--- src/rtl/board_io_pkg.sv ---
// board_io_pkg: shared types and constants for the board I/O bridge.
//   lcd_state_e  - LCD strobe sequencer states
//   HEX_GLYPH    - seven-segment glyphs for 0-F, order {g,f,e,d,c,b,a}, active-high
//   LCD_*_BIT    - field positions inside the core LCD register
//   cnt_width()  - counter width for a modulus, never below one bit
package board_io_pkg;

  typedef enum logic [1:0] {
    LCD_IDLE,
    LCD_SETUP,
    LCD_PULSE,
    LCD_HOLD
  } lcd_state_e;

  localparam logic [6:0] HEX_GLYPH [16] = '{
    7'h3F, 7'h06, 7'h5B, 7'h4F, 7'h66, 7'h6D, 7'h7D, 7'h07,
    7'h7F, 7'h6F, 7'h77, 7'h7C, 7'h39, 7'h5E, 7'h79, 7'h71
  };

  localparam int unsigned LCD_ON_BIT   = 31;
  localparam int unsigned LCD_EN_BIT   = 10;
  localparam int unsigned LCD_RS_BIT   = 9;
  localparam int unsigned LCD_RW_BIT   = 8;
  localparam int unsigned LCD_DATA_LSB = 0;

  function automatic int unsigned cnt_width(input int unsigned modulus);
    return (modulus > 1) ? $clog2(modulus) : 1;
  endfunction

endpackage

--- src/rtl/board_io_bridge_sw_debounce.sv ---
// sw_debounce: 2-flop synchroniser followed by a periodic sampler.
//   clk_i, rst_ni  - clock, synchronous active-low reset
//   sw_raw_i       - asynchronous switch inputs
//   sw_o           - debounced switches; a bit changes only when two
//                    consecutive tick samples agree
module sw_debounce
  import board_io_pkg::*;
#(
  parameter int unsigned N_SW     = 18,
  parameter int unsigned DEB_TICK = 500000
) (
  input  logic            clk_i,
  input  logic            rst_ni,
  input  logic [N_SW-1:0] sw_raw_i,
  output logic [N_SW-1:0] sw_o
);

  localparam int unsigned   CW        = cnt_width(DEB_TICK);
  localparam logic [CW-1:0] TICK_LAST = CW'(DEB_TICK - 1);

  logic [N_SW-1:0] sync1_q, sync1_d;
  logic [N_SW-1:0] sync2_q, sync2_d;
  logic [N_SW-1:0] last_q, last_d;
  logic [N_SW-1:0] sw_q, sw_d;
  logic [CW-1:0]   tick_cnt_q, tick_cnt_d;
  logic [N_SW-1:0] agree;

  always_comb begin
    sync1_d    = sw_raw_i;
    sync2_d    = sync1_q;
    last_d     = last_q;
    sw_d       = sw_q;
    tick_cnt_d = tick_cnt_q + CW'(1);
    agree      = ~(sync2_q ^ last_q);
    if (tick_cnt_q == TICK_LAST) begin
      tick_cnt_d = '0;
      last_d     = sync2_q;
      // Bits whose new sample matches the previous one take it; others hold.
      sw_d       = (sw_q & ~agree) | (sync2_q & agree);
    end
  end

  always_ff @(posedge clk_i) begin
    if (!rst_ni) begin
      sync1_q    <= '0;
      sync2_q    <= '0;
      last_q     <= '0;
      sw_q       <= '0;
      tick_cnt_q <= '0;
    end else begin
      sync1_q    <= sync1_d;
      sync2_q    <= sync2_d;
      last_q     <= last_d;
      sw_q       <= sw_d;
      tick_cnt_q <= tick_cnt_d;
    end
  end

  assign sw_o = sw_q;

endmodule

--- src/rtl/board_io_bridge.sv ---
// board_io_bridge: glue between the board pins and the core registers.
//   clk_i, rst_ni          - clock, synchronous active-low reset
//   sw_raw_i / sw_o        - raw switches in, debounced switches out
//   ce_o                   - one-cycle enable every CE_DIV cycles
//   hex_i, hex_mode_i      - per-digit 32-bit registers and glyph/raw select
//   hex_n_o                - active-low segments, 7 bits per digit, registered
//   lcd_i                  - core LCD register (ON, EN request, RS, RW, DATA)
//   lcd_*_o, lcd_busy_o    - LCD pins and strobe-in-progress flag
module board_io_bridge
  import board_io_pkg::*;
#(
  parameter int unsigned N_SW       = 18,
  parameter int unsigned N_HEX      = 8,
  parameter int unsigned DEB_TICK   = 500000,
  parameter int unsigned CE_DIV     = 2,
  parameter int unsigned LCD_EN_CYC = 24
) (
  input  logic                clk_i,
  input  logic                rst_ni,
  input  logic [N_SW-1:0]     sw_raw_i,
  output logic [N_SW-1:0]     sw_o,
  output logic                ce_o,
  input  logic [32*N_HEX-1:0] hex_i,
  input  logic [N_HEX-1:0]    hex_mode_i,
  output logic [7*N_HEX-1:0]  hex_n_o,
  input  logic [31:0]         lcd_i,
  output logic                lcd_on_o,
  output logic                lcd_en_o,
  output logic                lcd_rs_o,
  output logic                lcd_rw_o,
  output logic [7:0]          lcd_data_o,
  output logic                lcd_busy_o
);

  localparam int unsigned    CEW     = cnt_width(CE_DIV);
  localparam logic [CEW-1:0] CE_LAST = CEW'(CE_DIV - 1);
  localparam int unsigned    ENW     = cnt_width(LCD_EN_CYC);
  localparam logic [ENW-1:0] EN_LAST = ENW'(LCD_EN_CYC - 1);

  sw_debounce #(
    .N_SW     (N_SW),
    .DEB_TICK (DEB_TICK)
  ) u_sw_debounce (
    .clk_i    (clk_i),
    .rst_ni   (rst_ni),
    .sw_raw_i (sw_raw_i),
    .sw_o     (sw_o)
  );

  logic [CEW-1:0]       ce_cnt_q, ce_cnt_d;
  logic                 ce_q, ce_d;
  logic [7*N_HEX-1:0]   hex_q, hex_d;
  lcd_state_e           state_q, state_d;
  logic [ENW-1:0]       pulse_cnt_q, pulse_cnt_d;
  logic                 en_prev_q, en_prev_d;
  logic                 on_q, on_d;
  logic                 rs_q, rs_d;
  logic                 rw_q, rw_d;
  logic [7:0]           data_q, data_d;
  logic                 unused_hex_bits;
  logic                 unused_lcd_bits;

  assign unused_hex_bits = ^hex_i;
  assign unused_lcd_bits = ^lcd_i[30:11];

  // Enable divider: pulse on the count that wraps, so the first pulse lands
  // CE_DIV cycles after reset release and CE_DIV=1 gives a constant high.
  always_comb begin
    ce_cnt_d = ce_cnt_q + CEW'(1);
    ce_d     = 1'b0;
    if (ce_cnt_q == CE_LAST) begin
      ce_cnt_d = '0;
      ce_d     = 1'b1;
    end
  end

  always_comb begin
    hex_d = '1;
    for (int unsigned k = 0; k < N_HEX; k++) begin
      if (hex_mode_i[k]) begin
        hex_d[7*k +: 7] = ~HEX_GLYPH[hex_i[32*k +: 4]];
      end else begin
        hex_d[7*k +: 7] = ~hex_i[32*k +: 7];
      end
    end
  end

  // The edge register tracks EN in every state, so a request left high
  // across a strobe never produces a fresh edge on return to IDLE.
  always_comb begin
    state_d     = state_q;
    pulse_cnt_d = pulse_cnt_q;
    rs_d        = rs_q;
    rw_d        = rw_q;
    data_d      = data_q;
    en_prev_d   = lcd_i[LCD_EN_BIT];
    on_d        = lcd_i[LCD_ON_BIT];
    case (state_q)
      LCD_IDLE: begin
        if (lcd_i[LCD_EN_BIT] && !en_prev_q) begin
          state_d = LCD_SETUP;
          rs_d    = lcd_i[LCD_RS_BIT];
          rw_d    = lcd_i[LCD_RW_BIT];
          data_d  = lcd_i[LCD_DATA_LSB +: 8];
        end
      end
      LCD_SETUP: begin
        state_d     = LCD_PULSE;
        pulse_cnt_d = '0;
      end
      LCD_PULSE: begin
        if (pulse_cnt_q == EN_LAST) begin
          state_d = LCD_HOLD;
        end else begin
          pulse_cnt_d = pulse_cnt_q + ENW'(1);
        end
      end
      LCD_HOLD: state_d = LCD_IDLE;
      default:  state_d = LCD_IDLE;
    endcase
  end

  always_ff @(posedge clk_i) begin
    if (!rst_ni) begin
      ce_cnt_q    <= '0;
      ce_q        <= 1'b0;
      hex_q       <= '1;
      state_q     <= LCD_IDLE;
      pulse_cnt_q <= '0;
      en_prev_q   <= 1'b0;
      on_q        <= 1'b0;
      rs_q        <= 1'b0;
      rw_q        <= 1'b0;
      data_q      <= '0;
    end else begin
      ce_cnt_q    <= ce_cnt_d;
      ce_q        <= ce_d;
      hex_q       <= hex_d;
      state_q     <= state_d;
      pulse_cnt_q <= pulse_cnt_d;
      en_prev_q   <= en_prev_d;
      on_q        <= on_d;
      rs_q        <= rs_d;
      rw_q        <= rw_d;
      data_q      <= data_d;
    end
  end

  assign ce_o       = ce_q;
  assign hex_n_o    = hex_q;
  assign lcd_on_o   = on_q;
  assign lcd_en_o   = (state_q == LCD_PULSE);
  assign lcd_busy_o = (state_q != LCD_IDLE);
  assign lcd_rs_o   = rs_q;
  assign lcd_rw_o   = rw_q;
  assign lcd_data_o = data_q;

endmodule

--- config.mk ---
export PLATFORM = sky130hd
export DESIGN_NAME = board_io_bridge
export DESIGN_NICKNAME = d
export VERILOG_FILES = /design/src/rtl/board_io_pkg.sv /design/src/rtl/board_io_bridge_sw_debounce.sv /design/src/rtl/board_io_bridge.sv
export SDC_FILE = /design/constraint.sdc
export NUM_CORES = 1
export LEC_CHECK = 0
export CORE_AREA = 3 3 156 158
export CTS_BUF_LIST = sky130_fd_sc_hd__clkbuf_4 sky130_fd_sc_hd__clkbuf_8
export DETAILED_ROUTE_END_ITERATION = 8
export DIE_AREA = 0 0 159 161
export HOLD_SLACK_MARGIN = 0.05
export PLACE_DENSITY_LB_ADDON = 0.2
export SETUP_SLACK_MARGIN = 0.05
export SLEW_MARGIN = 0
export SYNTH_ARGS = -nofsm -noshare
export SYNTH_HDL_FRONTEND = slang
export SYNTH_HIERARCHICAL = 1
export SYNTH_SLANG_ARGS = --single-unit
--- constraint.sdc ---
create_clock -name clk_i -period 3.9 [get_ports clk_i]
set_clock_uncertainty 0.05 [all_clocks]
set_input_delay 1.17 -clock clk_i [delete_from_list [all_inputs] [get_ports clk_i]]
set_output_delay 1.17 -clock clk_i [all_outputs]
set_load 0.01 [all_outputs]
# ---- Yosys cells after proc, flatten, opt, wreduce, memory -nomap -nowiden
# Memory sizes are Yosys's and may differ from the RTL's.
# Cells that the tools add are included.
dict set report op_classes {
  n_addsub 3
  order_cmp 8
  eq_ne 8
  muxes 30
  bitwise 31
  reduce_logical 10
}
# cell n
set ops {}
lappend ops {{$mux 7} 24}
lappend ops {{$not 7->7} 16}
lappend ops {{$ge 5x5->1 const B} 8}
lappend ops {{$not 4->5} 8}
lappend ops {{$and 18x18->18} 2}
lappend ops {{$not 18->18} 2}
lappend ops {{$add 19x1->19 const B} 1}
lappend ops {{$eq 19x19->1 const B} 1}
lappend ops {{$or 18x18->18} 1}
lappend ops {{$xor 18x18->18} 1}
lappend ops {{$pmux 5 s2} 1}
lappend ops {{$pmux 2 s4} 1}
lappend ops {{$reduce_and 2->1} 3}
lappend ops {{$add 5x1->5 const B} 1}
lappend ops {{$eq 5x5->1 const B} 1}
lappend ops {{$mux 5} 1}
lappend ops {{$eq 2x2->1 const B} 2}
lappend ops {{$mux 2} 2}
lappend ops {{$ne 2x2->1 const B} 2}
lappend ops {{$reduce_bool 2->1} 2}
lappend ops {{$reduce_or 2->1} 2}
lappend ops {{$eq 2x1->1 const B} 1}
lappend ops {{$logic_not 2->1} 1}
lappend ops {{$ne 2x1->1 const B} 1}
lappend ops {{5 further kinds} 5}
dict set report totals {
  reg_bits 168
  rom_bits 896
  inputBits 316
  out_inout_bits 88
  word_cells 113
  n_memories 8
}
# name depth width rd rd_ports_with_merged_regs write_ports line_no
set mem_list {}
lappend mem_list {{(name not given)} 16 7 1 0 0 board_io_bridge.sv:81} ;# hex_d[7*k +: 7] = ~HEX_GLYPH[hex_i[32*k +: 4]];
lappend mem_list {{(name not given)} 16 7 1 0 0 board_io_bridge.sv:81}
lappend mem_list {{(name not given)} 16 7 1 0 0 board_io_bridge.sv:81}
lappend mem_list {{(name not given)} 16 7 1 0 0 board_io_bridge.sv:81}
lappend mem_list {{(name not given)} 16 7 1 0 0 board_io_bridge.sv:81}
lappend mem_list {{(name not given)} 16 7 1 0 0 board_io_bridge.sv:81}
lappend mem_list {{2 more memories} -- -- -- -- -- --}

# ---- Longest topological paths before layout
# Gate-level depths: netlist of run 1.
dict set report depth {
  ltp_word 6
  depth_mapped 7
}

# ---- Modules after synthesis
# Netlist of run 1, hierarchy kept.
# module n_inst cells_per_inst area_per_inst_um2 seq_area_each_um2
set by_module_without_submodules {}
lappend by_module_without_submodules {board_io_bridge 1 545 4757.1 1541.5}
lappend by_module_without_submodules {sw_debounce 1 378 3492.1 1821.7}

# ---- Worst setup path after synthesis of run 1
# No wires, ideal clock.
dict set report synth_timing {
  path_kind {input to register}
  startpoint {in rst_ni}
  endpoint {reg with a tool-made name}
  setup_time_ps 79
  t_arrival_ps 2193
  path_slack_ps 1578
  path_stages 5
  path_buffers 3
  path_cell_list {clkbuf_1 -> clkbuf_1 -> clkbuf_1 -> nand2_1 -> o211ai_1}
}
# element line_no
set synth_rtl {}
lappend synth_rtl {{from (decl)} board_io_bridge.sv:19} ;# input logic rst_ni,

# ---- Final worst setup path of run 1
dict set report layout_timing {
  startpoint {reg state_q[0]}
  endpoint {out lcd_en_o}
}
dict set report layout_via {
  elab_chain_len 1
}
# element line_no
set layout_rtl {}
lappend layout_rtl {{from (decl)} board_io_bridge.sv:53} ;# lcd_state_e state_q, state_d;
lappend layout_rtl {{from (signal assigned)} board_io_bridge.sv:139} ;# state_q <= state_d;
lappend layout_rtl {{$eq 2x2->1} board_io_bridge.sv:152} ;# assign lcd_en_o = (state_q == LCD_PULSE);
lappend layout_rtl {{to (decl)} board_io_bridge.sv:28} ;# output logic lcd_en_o,
# No other way between the ends.

==> summary.md, run 1 <==
| Metric | Value |
|---|---|
| Crit path time final | `3.06 ns` |
| Fin crit share | `0.785` |
| DP Area | `0.0102 mm^2` |
| Unrepaired setup endpoints after global routing | `false` |
| Dominant synthesized flop cell | `dfxtp_1` |
| Critical path startpoint category | `register` |
| DRC | `0` |
| Dpl hpwl | `13700 um` |
| Num CTS Buffers | `17` |
| Filler cell count | `2294` |
| Initial Util | `0.355` |
| Critical Path, Cell by Cell | `inv_1 > ha_1 > clkdlybuf4s50_1` |
| Nets | `1433` |
| Worst VDD drop | `0.209 mV` |
| Root buf cell | `clkbuf_8` |
| Leak pwr | `4.24 nW` |
| Fraction of registers with async set/reset | `0` |
| Vias per cell | `4.93` |
| PostCTS Resize Cnt | `0` |
| CP required | `2.68 ns` |
| Via count of the first global-routing pass | `6559` |
| Initial antenna violation count | `1` |
| Row cnt | `56` |
| EDFF count, synth | `0` |
| Syn nets | `1292` |
| Worst-Margin Slew | `0.969 ns` |
| Total power divided by cell area | `366 mW/mm^2` |
| H-tree lvl count | `4` |
| PortBufs | `183` |
| Mapped cell area | `0.00825 mm^2` |
| Setup bufs post-CTS | `0` |
| Crit path DAT | `1.84 ns` |
| Crit path kind | `register to output port` |
| Largest delay contributor family on the critical path | `buffers and inverters` |
| Die ar. | `0.0256 mm^2` |
| TritonCTS clock tree | `yes` |
| Max-cap violations | `0` |
| Slew HR | `0.352` |
| Setup TNS | `0 ns` |
| GPL Wtd Cong | `0.807` |
| Synth Warn # | `6` |
| CP peak stage delay | `0.61 ns` |
| I/O pin cnt | `404` |
| Status | `completed` |
| Pin count of the biggest net entering global routing | `62` |
| Register area share after synthesis | `0.408` |
| Die Y | `161 um` |
| Largest cells by area after synthesis | `dfxtp_1 (41%), ha_1 (8.0%), mux2i_1 (4.5%)` |
| GRT overflow | `0` |
| Post-route ant nets | `0` |
| Avg Synthesized Cell Area | `8.94 um^2` |
| Worst hold path type | `register to register` |
| Post-CTS Hold Buffers | `0` |
| Synth unique cells | `54` |
| # clock sinks | `168` |
| FF+latch count, synth | `168` |
| Longest Clk Path Bufs | `2` |
| Largest area contributor in the netlist | `dfxtp_1` |
| Final hold viol count | `0` |
| Gate Count Post-Synth | `923` |
| Cell area after layout | `0.0106 mm^2` |
| Initial drt markers | `366` |
| Endpoints failing setup | `0` |
| CP Max Fanout | `9` |
| Post-synth top area share | `0.408` |
| Core area | `0.0233 mm^2` |
| Fraction of layout cells with a size suffix above 1 | `0.0436` |
| Clk slew on worst S/H paths | `0.10 ns` |
| Worst setup EP type | `output port` |
| Clock latency on the worst-skew pair | `0.46 ns` |
| Max Clock Freq | `0.327 GHz` |
| Crit path max-delay cell type | `clkdlybuf4s50_1` |
| First-pass GRT wire length | `33300 um` |
| Ant diodes | `0` |
| Total track usage | `0.156` |
| 1st-pass router iterations | `4` |
| WP buf/inv | `2` |
| Area grow syn2layout | `28.6%` |
| Die width | `159 um` |
| DR vias | `6889` |
| WL/cell | `14.2 um` |
| Pins Over Slew Limit | `0` |
| Final wirelength | `19900 um` |
[where the power goes]
group          switching (W)  total, W  leakage, nW  internal (W)
sequential         0.0000416   0.00185         1.38       0.00181
clock               0.000747   0.00129        0.209      0.000543
combinational       0.000354  0.000736         2.65      0.000382
[per-layer routing]
metal  routed length, um  share of wire  vias to the layer above  GRT usage
li1                    -              -                     3559          -
met1                9360           0.47                     3151      0.199
met2                8370           0.42                      164      0.235
met3                1990           0.10                       13     0.0793
met4                 149         0.0075                        2     0.0362
met5                  13        0.00065                        -          0
[synthesized netlist by cell type, drive strengths merged, types with 9 or more instances]
library cell / number
nor2b: 34
nor2: 31
mux2i: 37
and3: 24
nand4: 22
nand2: 88
o21ai: 72
buf: 35
a21oi: 32
ha: 53
dfxtp: 168
clkbuf: 32
o211a: 14
xnor2: 9
inv: 36
o311ai: 21
nand3: 47
and2: 43
o211ai: 36
[final timing paths]
path / cells past startpoint / end / from / slack, ns
setup / recovery: 3 / lcd_en_o / state_q[0]$_SDFFE_PN0P_ / 0.84
hold reg to reg: 1 / ce_cnt_q$_SDFF_PP0_ / ce_cnt_q$_SDFF_PP0_ / 0.36
hold / removal: 1 / ce_cnt_q$_SDFF_PP0_ / ce_cnt_q$_SDFF_PP0_ / 0.36
setup reg to reg: 4 / u_sw_debounce/tick_cnt_q[6]$_SDFF_PP0_ / u_sw_debounce/tick_cnt_q[7]$_SDFF_PP0_ / 1.10
[metrics by stage]
step           utilization  power (W)  cells  hold slack [ns]  setup slack, ns
2_1_floorplan            -    0.00231    923            0.333             1.58
3_3_place_gp         0.438    0.00263   1364            0.342            0.952
3_5_place_dp         0.438    0.00263   1364            0.346            0.925
4_1_cts              0.456    0.00396   1396            0.364            0.792
5_1_grt              0.456    0.00411   1396            0.381            0.698
6_report             0.456    0.00388   1396            0.361            0.840
[kinds of logic (layout without fill, tap and decap cells)]
group | Yosys count | after routing | synth area share
simple gates | 332 | 332 | 0.212
compound gates | 214 | 214 | 0.177
flops | 168 | 168 | 0.408
buf+inv | 103 | 257 | 0.0608
fa+ha+maj | 53 | 53 | 0.0804
mux | 39 | 39 | 0.0476
xor+xnor | 14 | 14 | 0.0149
[layout by cell type, fill, tap and decap left out, types with 6 or more instances in the layout]
cell type        instances
clkdlybuf4s50_1        182
dfxtp_1                168
nand2_1                 88
o21ai_0                 71
ha_1                    53
nand3_1                 47
and2_1                  42
mux2i_1                 37
inv_1                   36
o211ai_1                36
nor2b_1                 34
a21oi_1                 32
nor2_1                  30
and3_1                  24
nand4_1                 22
o311ai_0                18
clkbuf_8                17
o211a_1                 14
xnor2_1                  9
o221ai_1                 8
nand2b_1                 8
nor3_1                   7
o22ai_1                  6
[area by class of cell]
| cell class | count | area, um^2 | area share |
|---|---|---|---|
| multi-input combinational | 652 | 4390 | 0.414 |
| inverter | 36 | 135 | 0.0127 |
| clock buffer | 17 | 234 | 0.0221 |
| tap | 319 | 399 | 0.0376 |
| clock inverter | 15 | 186 | 0.0176 |
| timing repair buffer | 189 | 1900 | 0.179 |
| sequential | 168 | 3360 | 0.317 |
(Power assumes the default switching activity.)
==> run 2, diff against run 1 <==
--- a/config.mk
+++ b/config.mk
@@ -5,10 +5,10 @@
 export SDC_FILE = /design/constraint.sdc
 export NUM_CORES = 1
 export LEC_CHECK = 0
-export CORE_AREA = 3 3 156 158
+export CORE_AREA = 3 3 158 160
 export CTS_BUF_LIST = sky130_fd_sc_hd__clkbuf_4 sky130_fd_sc_hd__clkbuf_8
 export DETAILED_ROUTE_END_ITERATION = 8
-export DIE_AREA = 0 0 159 161
+export DIE_AREA = 0 0 161 163
 export HOLD_SLACK_MARGIN = 0.05
 export PLACE_DENSITY_LB_ADDON = 0.2
 export SETUP_SLACK_MARGIN = 0.05
==> constraint.sdc (replaced) <==
create_clock -name clk_i -period 2.91 [get_ports clk_i]
set_clock_uncertainty 0.05 [all_clocks]
set_input_delay 0.873 -clock clk_i [delete_from_list [all_inputs] [get_ports clk_i]]
set_output_delay 0.873 -clock clk_i [all_outputs]
set_load 0.01 [all_outputs]
==> run 2 against run 1 <==
Effect of this change:
- sequential power up 35%
- first-iteration DRC count shrank 17%
- cell count is 0.86% higher
- critical endpoint is now lcd_busy_o
- worst hold slack better by 0.0061 ns
- largest cell class unchanged
==> summary.md, run 2 (same netlist as run 1, synthesis figures left out) <==
| Metric | Value |
|---|---|
| Area grow syn2layout | `30.1%` |
| FF-to-FF path depth | `5` |
| Post-route ant nets | `0` |
| Crit path DAT | `1.73 ns` |
| Clock latency on the worst-skew pair | `0.46 ns` |
| Nets | `1445` |
| Core area | `0.0235 mm^2` |
| Clk slew on worst S/H paths | `0.11 ns` |
| CP required | `1.99 ns` |
| Leak pwr | `4.31 nW` |
| Worst hold path type | `register to register` |
| Endpoints failing setup | `0` |
| I/O pin cnt | `404` |
| GPL Wtd Cong | `0.800` |
| Placed instance count | `1376` |
| PortBufs | `183` |
| Initial Util | `0.350` |
| M3 GR Usage | `0.0793` |
| Worst-Margin Slew | `0.579 ns` |
| Setup TNS | `0 ns` |
| H-tree lvl count | `4` |
| Initial drt markers | `302` |
| Max-cap violations | `0` |
| Die Y | `163 um` |
| Final hold viol count | `0` |
| TritonCTS clock tree | `yes` |
| Unrepaired setup endpoints after global routing | `false` |
| Total track usage | `0.149` |
| Max Clock Freq | `0.376 GHz` |
| Worst setup EP type | `output port` |
| Worst Setup SP | `state_q[0]$_SDFFE_PN0P_` |
| DR vias | `6890` |
| Fraction of layout cells with a size suffix above 1 | `0.0551` |
| Num CTS Buffers | `17` |
| Worst VDD drop | `0.305 mV` |
| CP peak stage delay | `0.54 ns` |
| Crit path top cell by count | `inv_1` |
| FF-to-FF Start | `u_sw_debounce/tick_cnt_q[7]$_SDFF_PP0_` |
| GRT overflow | `0` |
| GRT busiest layer | `met2` |
| Crit path time final | `2.66 ns` |
| Pin count of the biggest net entering global routing | `74` |
| Crit path max-delay cell type | `clkdlybuf4s50_1` |
| Dpl hpwl | `13800 um` |
| Commonest non-fill, non-tap cell in the layout | `clkdlybuf4s50_1` |
| Root buf cell | `clkbuf_8` |
| WL/cell | `13.9 um` |
| Row cnt | `56` |
| 1st-pass router iterations | `5` |
| Pins Over Slew Limit | `0` |
| Met1 Use GR | `0.201` |
| Die width | `161 um` |
| # clock sinks | `168` |
| Post-layout util | `0.456` |
| Initial antenna violation count | `1` |
| DRC | `0` |
| Final wirelength | `19600 um` |
| Via count of the first global-routing pass | `6345` |
| Status | `completed` |
| Fin crit share | `0.913` |
| Critical path startpoint category | `register` |
| Die ar. | `0.0262 mm^2` |
| Critical Path, Cell by Cell | `inv_1 > ha_1 > inv_1 > clkdlybuf4s50_1` |
| Slew HR | `0.613` |
| Post-route insts no fill | `1408` |
| Vias per cell | `4.89` |
| Total power divided by cell area | `485 mW/mm^2` |
| GR Layer Usage met2 | `0.206` |
| CP Max Fanout | `3` |
| Longest Clk Path Bufs | `2` |
| R2r setup slk | `0.81 ns` |
| First-pass GRT wire length | `32100 um` |
| Crit path kind | `register to output port` |
| Ant diodes | `0` |
| Most frequent cells in the layout | `clkdlybuf4s50_1 (182), dfxtp_1 (168), nand2_1 (88), o21ai_0 (71), ha_1 (52)` |
| CP Capture Point | `lcd_busy_o` |
run 2: cell count changes in the layout (fill, tap and decap cells not counted), sizes merged:
cell | before | now
bufinv | 1 | 0
clkinvlp | 1 | 0
clkinv | 8 | 10
buf | 7 | 19
run 2: routing by layer:
metal  share of wire  vias to the layer above
met5         0.00066                        -
met4           0.010                        2
met3            0.11                       16
met2            0.40                      169
met1            0.48                     3129
li1                -                     3574
run 2: cell type report:
class | instances | area [um^2]
Fill cell | 2311 | 12800
Timing Repair Buffer | 201 | 2010
Inverter | 36 | 135
Clock inverter | 15 | 196
Clock buffer | 17 | 234
Tap cell | 319 | 399
Sequential cell | 168 | 3360
Multi-Input combinational cell | 652 | 4400
run 2: worst min-delay path by stage:
| stage | start | to | slack [ns] | cells past startpoint |
|---|---|---|---|---|
| 6_report | ce_cnt_q$_SDFF_PP0_ | ce_cnt_q$_SDFF_PP0_ | 0.37 | 1 |
| 5_1_grt | ce_cnt_q$_SDFF_PP0_ | ce_cnt_q$_SDFF_PP0_ | 0.39 | 1 |
| 4_1_cts | ce_cnt_q$_SDFF_PP0_ | ce_cnt_q$_SDFF_PP0_ | 0.37 | 1 |
| 3_5_place_dp | ce_cnt_q$_SDFF_PP0_ | ce_cnt_q$_SDFF_PP0_ | 0.35 | 1 |
| 3_3_place_gp | ce_cnt_q$_SDFF_PP0_ | ce_cnt_q$_SDFF_PP0_ | 0.34 | 1 |
| 2_1_floorplan | ce_cnt_q$_SDFF_PP0_ | ce_cnt_q$_SDFF_PP0_ | 0.33 | 1 |
run 2: where the power goes:
part	total [W]	switching, W	leakage, nW	internal (W)
combinational	0.00101	0.000477	2.71	0.000529
sequential	0.00249	0.0000560	1.38	0.00243
clock	0.00171	0.00104	0.211	0.000670
run 2: worst max-delay path, delay by kind of cell (launching register included):
family     cells  cell delay, ns
buf+inv        3            0.68
flops          1            0.37
fa+ha+maj      1            0.23
run 2: timing repair:
action | CTS | global route
hold buffers | 0 | 0
resized for setup | 0 | 1
buffers inserted | 0 | 0
endpoints found under the setup margin | 0 | 1
run 2: per-stage QoR:
step | total power, W | hold WS [ns] | setup slack (ns) | instance area (um^2)
2_1_floorplan | 0.00309 | 0.333 | 0.784 | 8250
3_3_place_gp | 0.00354 | 0.342 | 0.266 | 10300
3_5_place_dp | 0.00355 | 0.353 | 0.249 | 10300
4_1_cts | 0.00530 | 0.371 | 0.135 | 10700
5_1_grt | 0.00551 | 0.393 | 0.132 | 10700
6_report | 0.00520 | 0.367 | 0.253 | 10700
